**config.mk**
```make
export PLATFORM = sky130hd
export DESIGN_NAME = hex_display_scanner
export DESIGN_NICKNAME = d
export VERILOG_FILES = /design/src/rtl/hex_display_scanner.sv
export SDC_FILE = /design/constraint.sdc
export NUM_CORES = 1
export LEC_CHECK = 0
export BUFFER_PORTS_ARGS = -buffer_cell sky130_fd_sc_hd__buf_2
export CAP_MARGIN = 20
export CORE_ASPECT_RATIO = 1.25
export CORE_MARGIN = 2
export CORE_UTILIZATION = 50
export DETAILED_ROUTE_END_ITERATION = 7
export GPL_TIMING_DRIVEN = 0
export PLACE_DENSITY_LB_ADDON = 0.05
export SETUP_SLACK_MARGIN = 0.5
export SYNTH_ARGS = -nofsm -noshare
export SYNTH_HDL_FRONTEND = slang
export SYNTH_SLANG_ARGS = --single-unit
```
**constraint.sdc**
```tcl
create_clock -name external_clk -period 4.12 [get_ports external_clk]
set_clock_uncertainty 0.05 [all_clocks]
set_input_delay 1.236 -clock external_clk [delete_from_list [all_inputs] [get_ports external_clk]]
set_output_delay 1.236 -clock external_clk [all_outputs]
set_load 0.005 [all_outputs]
```
**src/rtl/hex_display_scanner.sv**
```systemverilog
`default_nettype none
// ============================================================================
// Module   : hex_display_scanner
// Brief    : Time-multiplexed 8-digit common-anode hex display driver with
//            per-frame snapshot of the input word and leading-zero blanking.
// Revision : 1.0 - initial release
// ============================================================================
module hex_display_scanner #(
    parameter int REFRESH_DIV = 50000
) (
    input  logic        external_clk,
    input  logic        rst,
    input  logic        ena,
    input  logic [31:0] value,
    input  logic        blank_leading,
    output logic [6:0]  seg_n,
    output logic [7:0]  an_n,
    output logic        frame_start
);

    localparam logic [19:0] c_div_last = 20'(REFRESH_DIV - 1);
    localparam logic [6:0]  c_seg_off  = 7'h7F;
    localparam logic [7:0]  c_an_off   = 8'hFF;

    logic [19:0] r_div_cnt;
    logic [2:0]  r_digit_idx;
    logic [31:0] r_shadow;
    logic        r_load_pending;

    logic        w_tick;
    logic        w_load;
    logic [3:0]  w_nibble;
    logic [31:0] w_upper;
    logic        w_blank;
    logic [6:0]  w_font;

    assign w_tick   = ena && (r_div_cnt == c_div_last);
    assign w_load   = ena && (r_load_pending || (w_tick && (r_digit_idx == 3'd7)));
    assign w_nibble = r_shadow[{r_digit_idx, 2'b00} +: 4];
    // Everything from the current digit upward; zero means this digit is a leading zero.
    assign w_upper  = r_shadow >> {r_digit_idx, 2'b00};
    assign w_blank  = blank_leading && (r_digit_idx != 3'd0) && (w_upper == 32'd0);

    always_comb begin
        w_font = c_seg_off;
        case (w_nibble)
            4'h0: w_font = 7'h40;
            4'h1: w_font = 7'h79;
            4'h2: w_font = 7'h24;
            4'h3: w_font = 7'h30;
            4'h4: w_font = 7'h19;
            4'h5: w_font = 7'h12;
            4'h6: w_font = 7'h02;
            4'h7: w_font = 7'h78;
            4'h8: w_font = 7'h00;
            4'h9: w_font = 7'h10;
            4'hA: w_font = 7'h08;
            4'hB: w_font = 7'h03;
            4'hC: w_font = 7'h46;
            4'hD: w_font = 7'h21;
            4'hE: w_font = 7'h06;
            4'hF: w_font = 7'h0E;
            default: w_font = c_seg_off;
        endcase
    end

    always_ff @(posedge external_clk or posedge rst) begin
        if (rst) begin
            r_div_cnt      <= 20'd0;
            r_digit_idx    <= 3'd0;
            r_shadow       <= 32'd0;
            r_load_pending <= 1'b1;
            seg_n          <= c_seg_off;
            an_n           <= c_an_off;
            frame_start    <= 1'b0;
        end else begin
            frame_start <= w_load;
            if (ena) begin
                r_div_cnt <= w_tick ? 20'd0 : r_div_cnt + 20'd1;
                if (w_tick) begin
                    r_digit_idx <= r_digit_idx + 3'd1;
                end
                if (w_load) begin
                    r_shadow       <= value;
                    r_load_pending <= 1'b0;
                end
                seg_n <= w_blank ? c_seg_off : w_font;
                an_n  <= w_blank ? c_an_off  : ~(8'b1 << r_digit_idx);
            end else begin
                seg_n <= c_seg_off;
                an_n  <= c_an_off;
            end
        end
    end

endmodule
`default_nettype wire

```
# --- After elaboration in Yosys (flattened, before gate mapping) ---
# Memory sizes are Yosys's and may differ from the RTL's.
# Cells that the tools add are included.
totals:
  n_memories: 1
  latch_bits: 0
  regBits: 72
  mem_bits_rw: 0
  romBits: 112
  word_cells: 31
  in_bits: 36
op_classes:
  bitwise_logic: 1
  shift: 3
  n_reduce_logical: 10
  n_mul: 0
  add_sub_neg: 2
  muxes: 5
  n_lt_le_gt_ge: 0
  n_div: 0
  n_eq_ne: 2
mem_list:
  columns: ["memory", "depth", "width", "read_ports", "rd_ports_with_merged_regs", "wr", "line", "text"]
  rows:
  - ["(no name shown)", 16, 7, 1, 0, 0, "46", "case (w_nibble)"]
ops:
  columns: ["operator", "count"]
  rows:
  - ["logical NOT 32 bit", 1]
  - ["indexed part select 32 x 6 -> 4 bit", 1]
  - [">> shifter 32 x 5 -> 32 bit", 1]
  - ["adder 20 x 1 -> 20 bit, second input constant", 1]
  - ["equality test 20 x 16 -> 1 bit, second input constant", 1]
  - ["two-way mux 20 bit", 1]
  - ["two-way mux 8 bit", 2]
  - ["two-way mux 7 bit", 2]
  - ["inverter 8 bit", 1]
  - ["left shift 1 x 3 -> 8 bit, first input constant", 1]
  - ["logical AND 1 bit", 5]
  - ["AND reduction 2 bit", 2]
  - ["adder 3 x 1 -> 3 bit, second input constant", 1]
  - ["equality test 3 bit, second input constant", 1]
  - ["nonzero test 3 bit", 1]
  - ["logical OR 1 bit", 1]

# --- Logic depth before layout (Yosys ltp) ---
depth:
  ltp_word: 6
  depth_mapped: 12

# --- Worst setup path after synthesis ---
# No wires, ideal clock.
synth_timing:
  path_type: "input-to-reg"
  from: "input port ena"
  to: "register r_shadow[10]"
  n_path_buf: 3
  slack_ns: 1.028
  arrival_ns: 2.917
  stages: 8
  setup_time_ns: 0.125
  path_cell_list: "clkbuf_1 > nand4_1 > nor4_4 > a21oi_1 > nor2b_1 > buf_2 > buf_4 > mux2_2"
synth_between:
  elab_chain_len: 5
synth_rtl:
  columns: ["element", "line", "text"]
  rows:
  - ["start, declared", "13", "input logic ena,"]
  - ["logical AND 1 bit", "37", "assign w_tick = ena && (r_div_cnt == c_div_last);"]
  - ["logical AND 1 bit", "38", "assign w_load = ena && (r_load_pending || (w_tick && (r_digit_idx == 3'd7)));"]
  - ["logical OR 1 bit", "38", null]
  - ["logical AND 1 bit", "38", null]
  - ["AND reduction 2 bit (no line) *", null, null]
  - ["end signal, assigned", "84", "r_shadow <= value;"]
  - ["end, declared", "27", "logic [31:0] r_shadow;"]
# Mark *: on every way between the ends. The rest lies on a longest branch, timed or not.
# A chain may end at the register's enable or synchronous reset.

# --- Worst setup path in the final report ---
layout_timing:
  from: "register r_digit_idx[0]"
  to: "register seg_n[3]"
layout_between:
  elab_chain_len: 5
  elab_cells_between_ends: 9
  classes_between: "shift: 2; mux: 2; reduce/logical: 4; memory: 1"
layout_rtl:
  columns: ["element", "line", "text"]
  rows:
  - ["start, declared", "26", "logic [2:0] r_digit_idx;"]
  - ["start signal, assigned", "81", "r_digit_idx <= r_digit_idx + 3'd1;"]
  - ["parallel branches: the longest is 3 deep, another holds memory read (16 x 7 bit)", null, null]
  - ["two-way mux 7 bit *", "87", "seg_n <= w_blank ? c_seg_off : w_font;"]
  - ["two-way mux 7 bit *", "78", "if (ena) begin"]
  - ["end signal, assigned", "73", "seg_n <= c_seg_off;"]
  - ["end signal, assigned", "87", null]
  - ["end signal, assigned", "90", "seg_n <= c_seg_off;"]
  - ["end, declared", "16", "output logic [6:0] seg_n,"]
# Mark *: on every way between the ends.

==> impl_results.md <==
- DIE HEIGHT: 101 µm
- Reg2reg start: r_digit_idx[0]
- Worst setup path end: seg_n[3]
- WP buf/inv: 4
- Ranking of synthesized cells by area: dfrtp_1 (37%), mux2_2 (12%), dfstp_2 (11%)
- Overall routing resource usage: 0.210
- Crit-path max FO: 10
- Sequential fraction of the synthesis area: 0.486
- Status: completed
- Routed vias: 2653
- Initial antenna violation count: 0
- Worst-path clk slew: roughly 0.07 ns
- Grt ovf: 0
- Post-Syn Instances: 322
- Starting density of the core: 0.513
- Global-route wire length before repair: ~13000 µm
- Initial DRC Count: 174
- Hold Fails Final Rpt: 0
- P_leak: 0.00201 µW
- Core Area: around 7300 µm²
- RR Endpoint: seg_n[3]
- Die width: 81.4 µm
- Ys flop type: dfrtp_1
- Vias in the first global route: 2607
- WS Path Type: flip-flop to flip-flop
- Worst slew margin: 0.432
- Clk sinks: 72
- Die area: 8210 µm²
- Top-area cell type share of the netlist area: 0.374
- Largest net degree at the start of global routing: 73
- Post-Place Cell Area: 4120 µm²
- Drt wl/cell: 16.3 µm
- GP Congestion: around 0.92
- Largest area contributor in the netlist: dfrtp_1
- Setup TNS: 0 ns
- HPWL Detailed: approximately 5700 µm
- Pwr per Cell Area: 326 nW/µm²
- Largest stage delay on the critical path: 0.54 ns
- MaxCap Viol Count: 0
- Drt drc: 0
- Diodes inserted: 0
- Worst Hold Class: flip-flop to flip-flop
- Asr flop ratio synth: 1.00
- R2R cell count: 12
- # IOs: 52
- Vias/cell: 5.53
- FMAX: 0.295 GHz
- Crit path DAT: between 3 and 4 ns
- RSZ-0062 raised after global routing: false
- Critical path origin: r_digit_idx[0]
- Post-synthesis cell area: 3750 µm²
- Synth warnings: 0
- CTS tree: done
- Setup violators final: 0
- Final Cell Area: 4310 µm²
- Mean Syn Cell Area: 11.6 µm²
- Critical path launch point type: flip-flop
- Row count: 35
- CTS Buf Count: 9
- Smallest hold slack: roughly 0.4 ns
- I/O Buffers: 50
- Post-Route WL: 7800 µm
- Post-synth EDFFs: 0
- Worst-Skew Late Latency: 0.34 ns
- Detailed Routing Iterations Pass 1: 4
- Fin. max-slew vios: 0
- CP top delay family: multiplexers
- CP required: 4.33 ns
- Clk root buf: clkbuf_8
- Area Growth Syn to Fin: 15.1%
- Final min period: approximately 3.4 ns
- CTS Buffer Depth: 2
- Worst vdd ir: between 200 and 300 µV
- Critical path cell sequence: buf_6 > clkbuf_4 > mux4_2 > mux2_2 > inv_1 > ha_1 > nand2_1 > a211oi_1 > or4b_4 > and2_4 > buf_6 > o221ai_2
- Share of layout cells above drive strength 1: 0.369
- CP dominant cell by count: buf_6
- Worst R2R Setup Slack: about 0.72 ns
- Critical Path Stages: 12
- Seq cells post-synth: a little over 70
- CP max stage cell: mux4_2
- Remaining antenna violation count after routing: 0
- Setup crit end kind: flip-flop
- Syn_nets: 371
- Commonest cells post-synth: dfrtp_1 (56), mux2_2 (39), nor2_1 (24)
- Actual slew at the worst max-slew pin: 0.852 ns
- Max H-tree Level: 3
- NumNets Final: about 430
- Cell with the most instances after synthesis: dfrtp_1
- Final period util: 0.824
- Netlist cell types: 49
## metrics by stage
stage / setup slack (ns) / power [µW] / util / std cells
2_1_floorplan: 1.03 / 837 / - / 322
3_3_place_gp: 0.202 / 871 / 0.563 / 464
3_5_place_dp: 0.472 / 876 / 0.563 / 464
4_1_cts: 0.570 / 1420 / 0.589 / 480
5_1_grt: 0.535 / 1480 / 0.590 / 480
6_report: 0.725 / 1410 / 0.590 / 480
## worst min-delay path by stage
stage / depth (start not counted) / slack (ns) / end / start
floorplan: 1 / 0.38 / r_div_cnt[19] / r_div_cnt[19]
global placement: 1 / 0.41 / r_div_cnt[19] / r_div_cnt[19]
detailed placement: 1 / 0.41 / r_div_cnt[19] / r_div_cnt[19]
CTS: 1 / 0.42 / r_div_cnt[19] / r_div_cnt[19]
global route: 1 / 0.44 / r_div_cnt[19] / r_div_cnt[19]
finish: 1 / 0.41 / r_div_cnt[19] / r_div_cnt[19]
## cells in the final DEF (no fill, tap or decap), types with 8 or more instances in the layout
cell type / n
clkbuf_1: 9
xor2_1: 10
a21oi_1: 10
dfstp_2: 16
mux2_2: 39
inv_1: 9
nand2_1: 18
clkbuf_8: 10
xnor2_1: 8
dfrtp_1: 56
buf_2: 52
nand4_1: 9
nor2_1: 24
ha_1: 13
## flip-flops by register name, summed over array words and instances, names as in the netlist
register        cells
an_n                8
frame_start         1
r_digit_idx         3
r_div_cnt          20
r_load_pending      1
r_shadow           32
seg_n               7
## cell families after synthesis
family                   after synthesis  share of synthesized area
multiplexers                          52                      0.175
flip-flops                            72                      0.486
adder cells (fa/ha/maj)               13                     0.0434
XOR/XNOR                              18                     0.0421
AO/OA/AOI/OAI                         46                     0.0788
AND/OR/NAND/NOR                       94                      0.140
buffers and inverters                 27                     0.0350
## power by group
group / internal [µW] / switching, µW / leakage (µW)
Clock: 293 / 251 / 0.0000978
Sequential: 738 / 31.4 / 0.000925
Combinational: 43.5 / 49.0 / 0.000990
## worst reg2reg max path: stages, from the launching register on
cell and delay (ns):
dfrtp_1 0.41, buf_6 0.17, clkbuf_4 0.24, mux4_2 0.54, mux2_2 0.34, inv_1 0.14
ha_1 0.22, nand2_1 0.07, a211oi_1 0.16, or4b_4 0.52, and2_4 0.18, buf_6 0.13
o221ai_2 0.15
## cell type report
cell class / instances / area (µm²)
Tap cell: 92 / 115
Multi-Input combinational cell: 223 / 1800
Buffer: 16 / 93.8
Fill cell: 623 / 3000
Clock inverter: 4 / 43.8
Sequential cell: 72 / 1820
Inverter: 11 / 43.8
Clock buffer: 12 / 145
Timing Repair Buffer: 50 / 250
## per-layer routing
layer  vias to the layer above  track usage  routed length, µm
li1                       1290            -                  -
met3                        14       0.0538                331
met4                         0       0.0795                183
met2                        75        0.334               3860
met5                         -            0                  0
met1                      1274        0.273               3420
## timing repair
item                                   CTS  global route
endpoints found under the hold margin    0             0
buffers inserted                         0             0
resized for setup                        1             3
setup endpoints to repair                9            11
hold buffers                             0             0
No activity file was read; power rests on OpenSTA's default activity.
